===== src/rtl/iic_pkg.sv =====
// rtl/iic_pkg.sv - shared types and constants for the I2C target
// Purpose: state encoding, ACK/NACK bit values, register-address byte-count bound.
// Ports: none (package).
package iic_pkg;

  typedef enum logic [3:0] {
    ST_IDLE,
    ST_DEV,
    ST_DEV_ACK,
    ST_ADDR,
    ST_ADDR_ACK,
    ST_WDATA,
    ST_WDATA_ACK,
    ST_RDATA,
    ST_RACK,
    ST_IGNORE
  } iic_state_t;

  localparam logic IIC_ACK  = 1'b0;
  localparam logic IIC_NACK = 1'b1;

  // Only 1 or 2 pointer bytes make sense; anything else falls back to 2.
  function automatic logic [1:0] addr_bytes_clamp(input logic [1:0] n);
    return (n == 2'd1) ? 2'd1 : 2'd2;
  endfunction

endpackage


===== src/rtl/iic_line_sync.sv =====
// rtl/iic_line_sync.sv - SCL/SDA synchronizer and bus-condition detector
// Purpose: 2-FF synchronizers plus one history stage for edge/START/STOP pulses.
// Ports:
//   clk, rstn           - system clock, async active-low reset
//   scl, sda_in         - raw bus pins
//   sda_s               - synchronized SDA level
//   scl_rise, scl_fall  - single-cycle SCL edge pulses
//   start_det, stop_det - single-cycle START / STOP pulses
module iic_line_sync (
  input  logic clk,
  input  logic rstn,
  input  logic scl,
  input  logic sda_in,
  output logic sda_s,
  output logic scl_rise,
  output logic scl_fall,
  output logic start_det,
  output logic stop_det
);

  logic scl_m, scl_s, scl_d;
  logic sda_m, sda_d;

  // Idle bus is high, so reset every stage to 1 to avoid phantom edges.
  always_ff @(posedge clk or negedge rstn) begin
    if (!rstn) begin
      scl_m <= 1'b1;
      scl_s <= 1'b1;
      scl_d <= 1'b1;
      sda_m <= 1'b1;
      sda_s <= 1'b1;
      sda_d <= 1'b1;
    end else begin
      scl_m <= scl;
      scl_s <= scl_m;
      scl_d <= scl_s;
      sda_m <= sda_in;
      sda_s <= sda_m;
      sda_d <= sda_s;
    end
  end

  assign scl_rise  =  scl_s & ~scl_d;
  assign scl_fall  = ~scl_s &  scl_d;
  // SCL must be high both before and after the SDA edge to qualify.
  assign start_det =  scl_s &  scl_d &  sda_d & ~sda_s;
  assign stop_det  =  scl_s &  scl_d & ~sda_d &  sda_s;

endmodule


===== src/rtl/iic_slave_driver.sv =====
// rtl/iic_slave_driver.sv - I2C target with 8/16-bit register pointer and 8-bit data
// Purpose: decodes START/STOP/device/pointer/data and drives a local register port.
// Ports:
//   clk, rstn                        - system clock, async active-low reset
//   scl, sda_in                      - bus pins (raw)
//   sda_out, sda_out_en              - open-drain SDA drive (sda_out is always 0)
//   reg_addr                         - register pointer
//   reg_wr_en, reg_wr_data           - one-cycle write strobe and data
//   reg_rd_en, reg_rd_data           - one-cycle read request, data valid 1 clk later
//   busy                             - START..STOP window
//   byte_over                        - pulse after each ACK/NACK clock
module iic_slave_driver
  import iic_pkg::*;
#(
  parameter logic [7:0] DEVICE_ID = 8'h56,
  parameter logic [1:0] ADDR_BYTE = 2'd2
) (
  input  logic        clk,
  input  logic        rstn,
  input  logic        scl,
  input  logic        sda_in,
  output logic        sda_out,
  output logic        sda_out_en,
  output logic [15:0] reg_addr,
  output logic        reg_wr_en,
  output logic [7:0]  reg_wr_data,
  output logic        reg_rd_en,
  input  logic [7:0]  reg_rd_data,
  output logic        busy,
  output logic        byte_over
);

  localparam logic [1:0] NB = addr_bytes_clamp(ADDR_BYTE);

  logic       sda_s, scl_rise, scl_fall, start_det, stop_det;
  iic_state_t state;
  logic [3:0] bit_cnt;
  logic [7:0] rx_sh, tx_sh, rx_byte;
  logic [1:0] addr_cnt;
  logic       rw, rx_ack, rd_pend;
  logic [15:0] next_addr;

  iic_line_sync u_sync (
    .clk       (clk),
    .rstn      (rstn),
    .scl       (scl),
    .sda_in    (sda_in),
    .sda_s     (sda_s),
    .scl_rise  (scl_rise),
    .scl_fall  (scl_fall),
    .start_det (start_det),
    .stop_det  (stop_det)
  );

  assign sda_out   = 1'b0;
  assign rx_byte   = {rx_sh[6:0], sda_s};
  // Single-byte pointers wrap within the low byte.
  assign next_addr = (NB == 2'd1) ? {8'h00, reg_addr[7:0] + 8'd1} : reg_addr + 16'd1;

  always_ff @(posedge clk or negedge rstn) begin
    if (!rstn) begin
      state       <= ST_IDLE;
      bit_cnt     <= 4'd0;
      rx_sh       <= 8'h00;
      tx_sh       <= 8'h00;
      addr_cnt    <= 2'd0;
      rw          <= 1'b0;
      rx_ack      <= 1'b0;
      rd_pend     <= 1'b0;
      sda_out_en  <= 1'b0;
      reg_addr    <= 16'h0000;
      reg_wr_en   <= 1'b0;
      reg_wr_data <= 8'h00;
      reg_rd_en   <= 1'b0;
      busy        <= 1'b0;
      byte_over   <= 1'b0;
    end else begin
      reg_wr_en <= 1'b0;
      reg_rd_en <= 1'b0;
      byte_over <= 1'b0;
      // Register file answers one cycle after the request.
      rd_pend   <= reg_rd_en;
      if (rd_pend) tx_sh <= reg_rd_data;

      // Bus conditions win over any data edge seen in the same cycle.
      if (start_det) begin
        state      <= ST_DEV;
        bit_cnt    <= 4'd0;
        sda_out_en <= 1'b0;
        busy       <= 1'b1;
      end else if (stop_det) begin
        state      <= ST_IDLE;
        sda_out_en <= 1'b0;
        busy       <= 1'b0;
      end else begin
        case (state)
          ST_DEV: begin
            if (scl_rise) begin
              rx_sh   <= rx_byte;
              bit_cnt <= bit_cnt + 4'd1;
            end else if (scl_fall && bit_cnt == 4'd8) begin
              rw <= rx_sh[0];
              if (rx_sh[7:1] == DEVICE_ID[7:1]) begin
                sda_out_en <= 1'b1;
                state      <= ST_DEV_ACK;
              end else begin
                state <= ST_IGNORE;
              end
            end
          end
          ST_DEV_ACK: begin
            if (scl_rise && rw) begin
              reg_rd_en <= 1'b1;
            end else if (scl_fall) begin
              sda_out_en <= rw ? ~tx_sh[7] : 1'b0;
              bit_cnt    <= 4'd0;
              addr_cnt   <= 2'd0;
              byte_over  <= 1'b1;
              state      <= rw ? ST_RDATA : ST_ADDR;
            end
          end
          ST_ADDR: begin
            if (scl_rise) begin
              rx_sh   <= rx_byte;
              bit_cnt <= bit_cnt + 4'd1;
            end else if (scl_fall && bit_cnt == 4'd8) begin
              reg_addr   <= (NB == 2'd1) ? {8'h00, rx_sh} : {reg_addr[7:0], rx_sh};
              addr_cnt   <= addr_cnt + 2'd1;
              sda_out_en <= 1'b1;
              state      <= ST_ADDR_ACK;
            end
          end
          ST_ADDR_ACK: begin
            if (scl_fall) begin
              sda_out_en <= 1'b0;
              bit_cnt    <= 4'd0;
              byte_over  <= 1'b1;
              state      <= (addr_cnt == NB) ? ST_WDATA : ST_ADDR;
            end
          end
          ST_WDATA: begin
            if (scl_rise) begin
              rx_sh   <= rx_byte;
              bit_cnt <= bit_cnt + 4'd1;
              if (bit_cnt == 4'd7) begin
                reg_wr_en   <= 1'b1;
                reg_wr_data <= rx_byte;
              end
            end else if (scl_fall && bit_cnt == 4'd8) begin
              sda_out_en <= 1'b1;
              state      <= ST_WDATA_ACK;
            end
          end
          ST_WDATA_ACK: begin
            if (scl_fall) begin
              sda_out_en <= 1'b0;
              reg_addr   <= next_addr;
              bit_cnt    <= 4'd0;
              byte_over  <= 1'b1;
              state      <= ST_WDATA;
            end
          end
          ST_RDATA: begin
            // The MSB was put on the bus when this state was entered.
            if (scl_rise) begin
              bit_cnt <= bit_cnt + 4'd1;
            end else if (scl_fall) begin
              if (bit_cnt == 4'd8) begin
                sda_out_en <= 1'b0;
                state      <= ST_RACK;
              end else begin
                sda_out_en <= ~tx_sh[6];
                tx_sh      <= {tx_sh[6:0], 1'b0};
              end
            end
          end
          ST_RACK: begin
            if (scl_rise) begin
              rx_ack <= (sda_s == IIC_ACK);
              if (sda_s == IIC_ACK) begin
                reg_addr  <= next_addr;
                reg_rd_en <= 1'b1;
              end
            end else if (scl_fall) begin
              byte_over <= 1'b1;
              bit_cnt   <= 4'd0;
              if (rx_ack) begin
                sda_out_en <= ~tx_sh[7];
                state      <= ST_RDATA;
              end else begin
                state <= ST_IGNORE;
              end
            end
          end
          ST_IDLE, ST_IGNORE: ;
          default: state <= ST_IDLE;
        endcase
      end
    end
  end

endmodule


===== config.mk =====
export PLATFORM = sky130hd
export DESIGN_NAME = iic_slave_driver
export DESIGN_NICKNAME = d
export VERILOG_FILES = /design/src/rtl/iic_pkg.sv /design/src/rtl/iic_line_sync.sv /design/src/rtl/iic_slave_driver.sv
export SDC_FILE = /design/constraint.sdc
export NUM_CORES = 1
export LEC_CHECK = 0
export BUFFER_PORTS_ARGS = -buffer_cell sky130_fd_sc_hd__buf_2
export CORE_MARGIN = 2
export CORE_UTILIZATION = 48
export CTS_CLUSTER_DIAMETER = 80
export DETAILED_ROUTE_END_ITERATION = 16
export PLACE_DENSITY = 0.73
export SLEW_MARGIN = 20
export SYNTH_ARGS = -nofsm -noshare
export SYNTH_HDL_FRONTEND = slang
export SYNTH_HIERARCHICAL = 1
export SYNTH_SLANG_ARGS = --single-unit

===== constraint.sdc =====
create_clock -name clk -period 2.3 [get_ports clk]
set_input_delay 0.46 -clock clk [delete_from_list [all_inputs] [get_ports clk]]
set_output_delay 0.46 -clock clk [all_outputs]
set_load 0.02 [all_outputs]

==> metrics <==
placer's final routability congestion estimate 0.942; Final TNS setup 0 ns; Yosys top cell area share 42.0%; drt drc 0; Finished Layout Cells 503; CTS tree built; Final period util 93.6%; largest net degree at the start of global routing 42; ys async rst share 100%; WP data required 2.54 ns; CORE AREA 0.00687 sq mm; first-pass GRT wire length 13.1 mm; Power Density 1250 mW/mm^2; largest area contributor in the netlist dfrtp_1; Setup crit start u_sync/sda_s; Reg power frac 37.7%; Final #Nets 418; # rows 30; RSZ-0062 raised after global routing no; commonest register cell after synthesis dfrtp_1; vias per cell 5.76; Die Height 88.9 um; drt pass-1 iters 5; synth top area cells dfrtp_1, mux2_2, a21oi_1; outcome finished, final reports clean; crit end category flip-flop; CTS buffer count 9; largest fanout on the critical path 9; # IOs 42; internal cell power 2930 uW; die area 0.00790 sq mm; CTS max path bufs 2; H-Tree Depth 3; Post-Syn Nets 368; ANT nets after route 0; Crit Path Class flip-flop to flip-flop; Post-CTS Hold Buffers 0; Slew @ Worst Pin 0.687 ns; Sw Ratio 42.0%; WL per Instance 16.3 um; R2R Path End reg_wr_data[5]; Min Hold Slack 0.118 ns; Hold Crit Class input port to async pin; ANT cells 0; VDD IR max 0.509 mV; DRT iter0 DRCs 311; area grow syn2layout 16.9%; share of cells above drive strength 1 27.0%; Comb pwr share 42.5%; final wirelength 8.18 mm; Final setup viols 0; final setup skew 0.0123 ns; Post-synth EDFFs 0; number of global-route vias before repair 2,664; root buf cell clkbuf_8; Mapped Cells 352; Cells after DPL 486; antenna violations before repair 0; Avg Cell Area, Syn 9.82 sq um; worst reg2reg path startpoint u_sync/sda_s; total leakage power 0.00174 uW; Clk pin slew, worst setup/hold paths 0.08 ns; total congestion overflow 0; Slew headroom 53.6%; CP Launch Type flip-flop; GRT Util Overall 21.9%; Yosys Warn Count 6; post-cts resize count 0; Reg2Reg Depth 5; synthesis-stage register bit count 64; vias 2,896; Peak Freq 0.465 GHz; Initial Util 50.3%; Critical Path AT 2.39 ns; register area 0.00161 sq mm; Clk Latency, worst-skew pair 0.35 ns; Seq/Total Area, Yosys 46.5%; P_sw 2120 uW; final-report hold violation count 0; internal reg-to-reg setup slack 0.15 ns; count of input and output buffers 40; area of the multi-input gates 0.00169 sq mm; number of max-cap violations 0; max-slew violations 0; post-synth cell types 67; Mapped Area 0.00346 sq mm; post-route minimum period 2.15 ns; Clock Sinks 64; Clk pwr share 19.7%; Post-DP HPWL 5.75 mm; fillers 594; Die Wd 88.9 um
[power groups by stage]
| stage | logic (uW) | registers (uW) | clock network [uW] |
|---|---|---|---|
| after detailed placement | 2100 | 1920 | 0 |
| after global routing | 2370 | 1960 | 1080 |
| final | 2150 | 1900 | 996 |
| after floorplan | 1460 | 1910 | 0 |
| after CTS | 2110 | 1900 | 1030 |
| after global placement | 2060 | 1900 | 0 |
[sequential cells by signal, indices dropped and copies added, names as in the netlist]
name          flops
u_sync/sda_m      1
reg_rd_en         1
byte_over         1
u_sync/scl_s      1
rx_ack            1
rw                1
reg_addr         16
state             4
busy              1
sda_out_en        1
reg_wr_en         1
rd_pend           1
u_sync/scl_d      1
u_sync/sda_s      1
u_sync/scl_m      1
u_sync/sda_d      1
bit_cnt           4
reg_wr_data       8
rx_sh             8
tx_sh             8
addr_cnt          2
[synthesized netlist by cell type, types with 6 or more instances]
cell type and number:
a21oi_1 34, clkbuf_1 11, dfrtp_1 58, dfstp_2 6, inv_1 12, mux2_2 18
mux2i_1 11, nand2_1 22, nand3_1 13, nor2_1 31, nor3_1 10, o21ai_0 23
[timing repair]
action | 4_1_cts | 5_1_grt
buffers inserted | 0 | 1
hold endpoints to repair | 0 | 0
setup endpoints to repair | 0 | 9
[worst max path at each step]
stage                      to  slack, ns
3_5_place_dp   reg_wr_data[1]        0.1
5_1_grt           reg_addr[6]       0.02
4_1_cts        reg_wr_data[5]       0.07
3_3_place_gp         state[0]       0.22
6_report       reg_wr_data[5]       0.15
2_1_floorplan  reg_wr_data[0]       0.13
[layout make-up]
cell class / instances / area share [%]
flip-flops and latches: 64 / 39.8
clock buffers: 10 / 3.40
multi-input cells: 255 / 41.8
clock inverters: 6 / 1.67
repair buffers: 60 / 9.28
inverters: 12 / 1.11
well taps: 96 / 2.97
[layer usage]
metal | wire length (um) | track usage [%]
met5 | 0 | 0
met4 | 125 | 7.58
met3 | 429 | 5.88
met2 | 3820 | 33.0
met1 | 3800 | 30.7
[critical path, stage by stage, from the launching register on]
cell and delay (ns):
dfstp_2 0.53, and4b_1 0.23, nor2_1 0.25, nand3_1 0.23
nor3_4 0.41, mux2_2 0.39
[cells in the final DEF, fill, tap and decap left out, drive strengths merged, types with 2 or more instances in the layout]
| cell type | Yosys | final |
|---|---|---|
| nor4 | 2 | 2 |
| o21ai | 24 | 24 |
| and3 | 2 | 2 |
| o31ai | 3 | 3 |
| inv | 12 | 13 |
| buf | 9 | 60 |
| a21o | 3 | 3 |
| a21oi | 35 | 35 |
| and4b | 2 | 2 |
| or2 | 2 | 2 |
| nand2b | 5 | 5 |
| a22oi | 2 | 2 |
| mux2 | 18 | 18 |
| o2111ai | 2 | 2 |
| clkinv | 0 | 2 |
| o41ai | 2 | 2 |
| nor2b | 5 | 5 |
| nand2 | 22 | 22 |
| nor4b | 2 | 2 |
| o21a | 3 | 3 |
| dfstp | 6 | 6 |
| clkbuf | 12 | 10 |
| ha | 4 | 4 |
| or4 | 2 | 2 |
| nor2 | 31 | 31 |
| nand4 | 4 | 4 |
| o31a | 2 | 2 |
| a31oi | 3 | 3 |
| nor3 | 11 | 11 |
| mux2i | 11 | 11 |
| a2bb2oi | 5 | 5 |
| nand4b | 3 | 3 |
| clkinvlp | 0 | 2 |
| nand3b | 4 | 4 |
| nand3 | 13 | 13 |
| dfrtp | 58 | 58 |
| o22ai | 4 | 4 |
| nor3b | 2 | 2 |
[through the flow]
| step | worst slack, ns | total power (uW) | instance area, sq um | util, % |
|---|---|---|---|---|
| floorplan | 0.127 | 3370 | 3460 | - |
| global placement | 0.222 | 3960 | 3820 | 55.6 |
| detailed placement | 0.0966 | 4020 | 3820 | 55.6 |
| CTS | 0.0748 | 5030 | 4020 | 58.6 |
| global route | 0.0241 | 5410 | 4040 | 58.9 |
| finish | 0.148 | 5050 | 4040 | 58.9 |
[cells by family (layout without fill, tap and decap cells)]
family,after synthesis,in the layout,share of synthesized area (%)
AO/OA/AOI/OAI,103,103,19.6
adder cells (fa/ha/maj),4,4,1.45
buffers and inverters,33,88,4.63
flip-flops,64,64,46.5
multiplexers,29,29,9.04
other,1,1,0.108
AND/OR/NAND/NOR,118,118,18.6
Power figures use the tool's default switching activity.
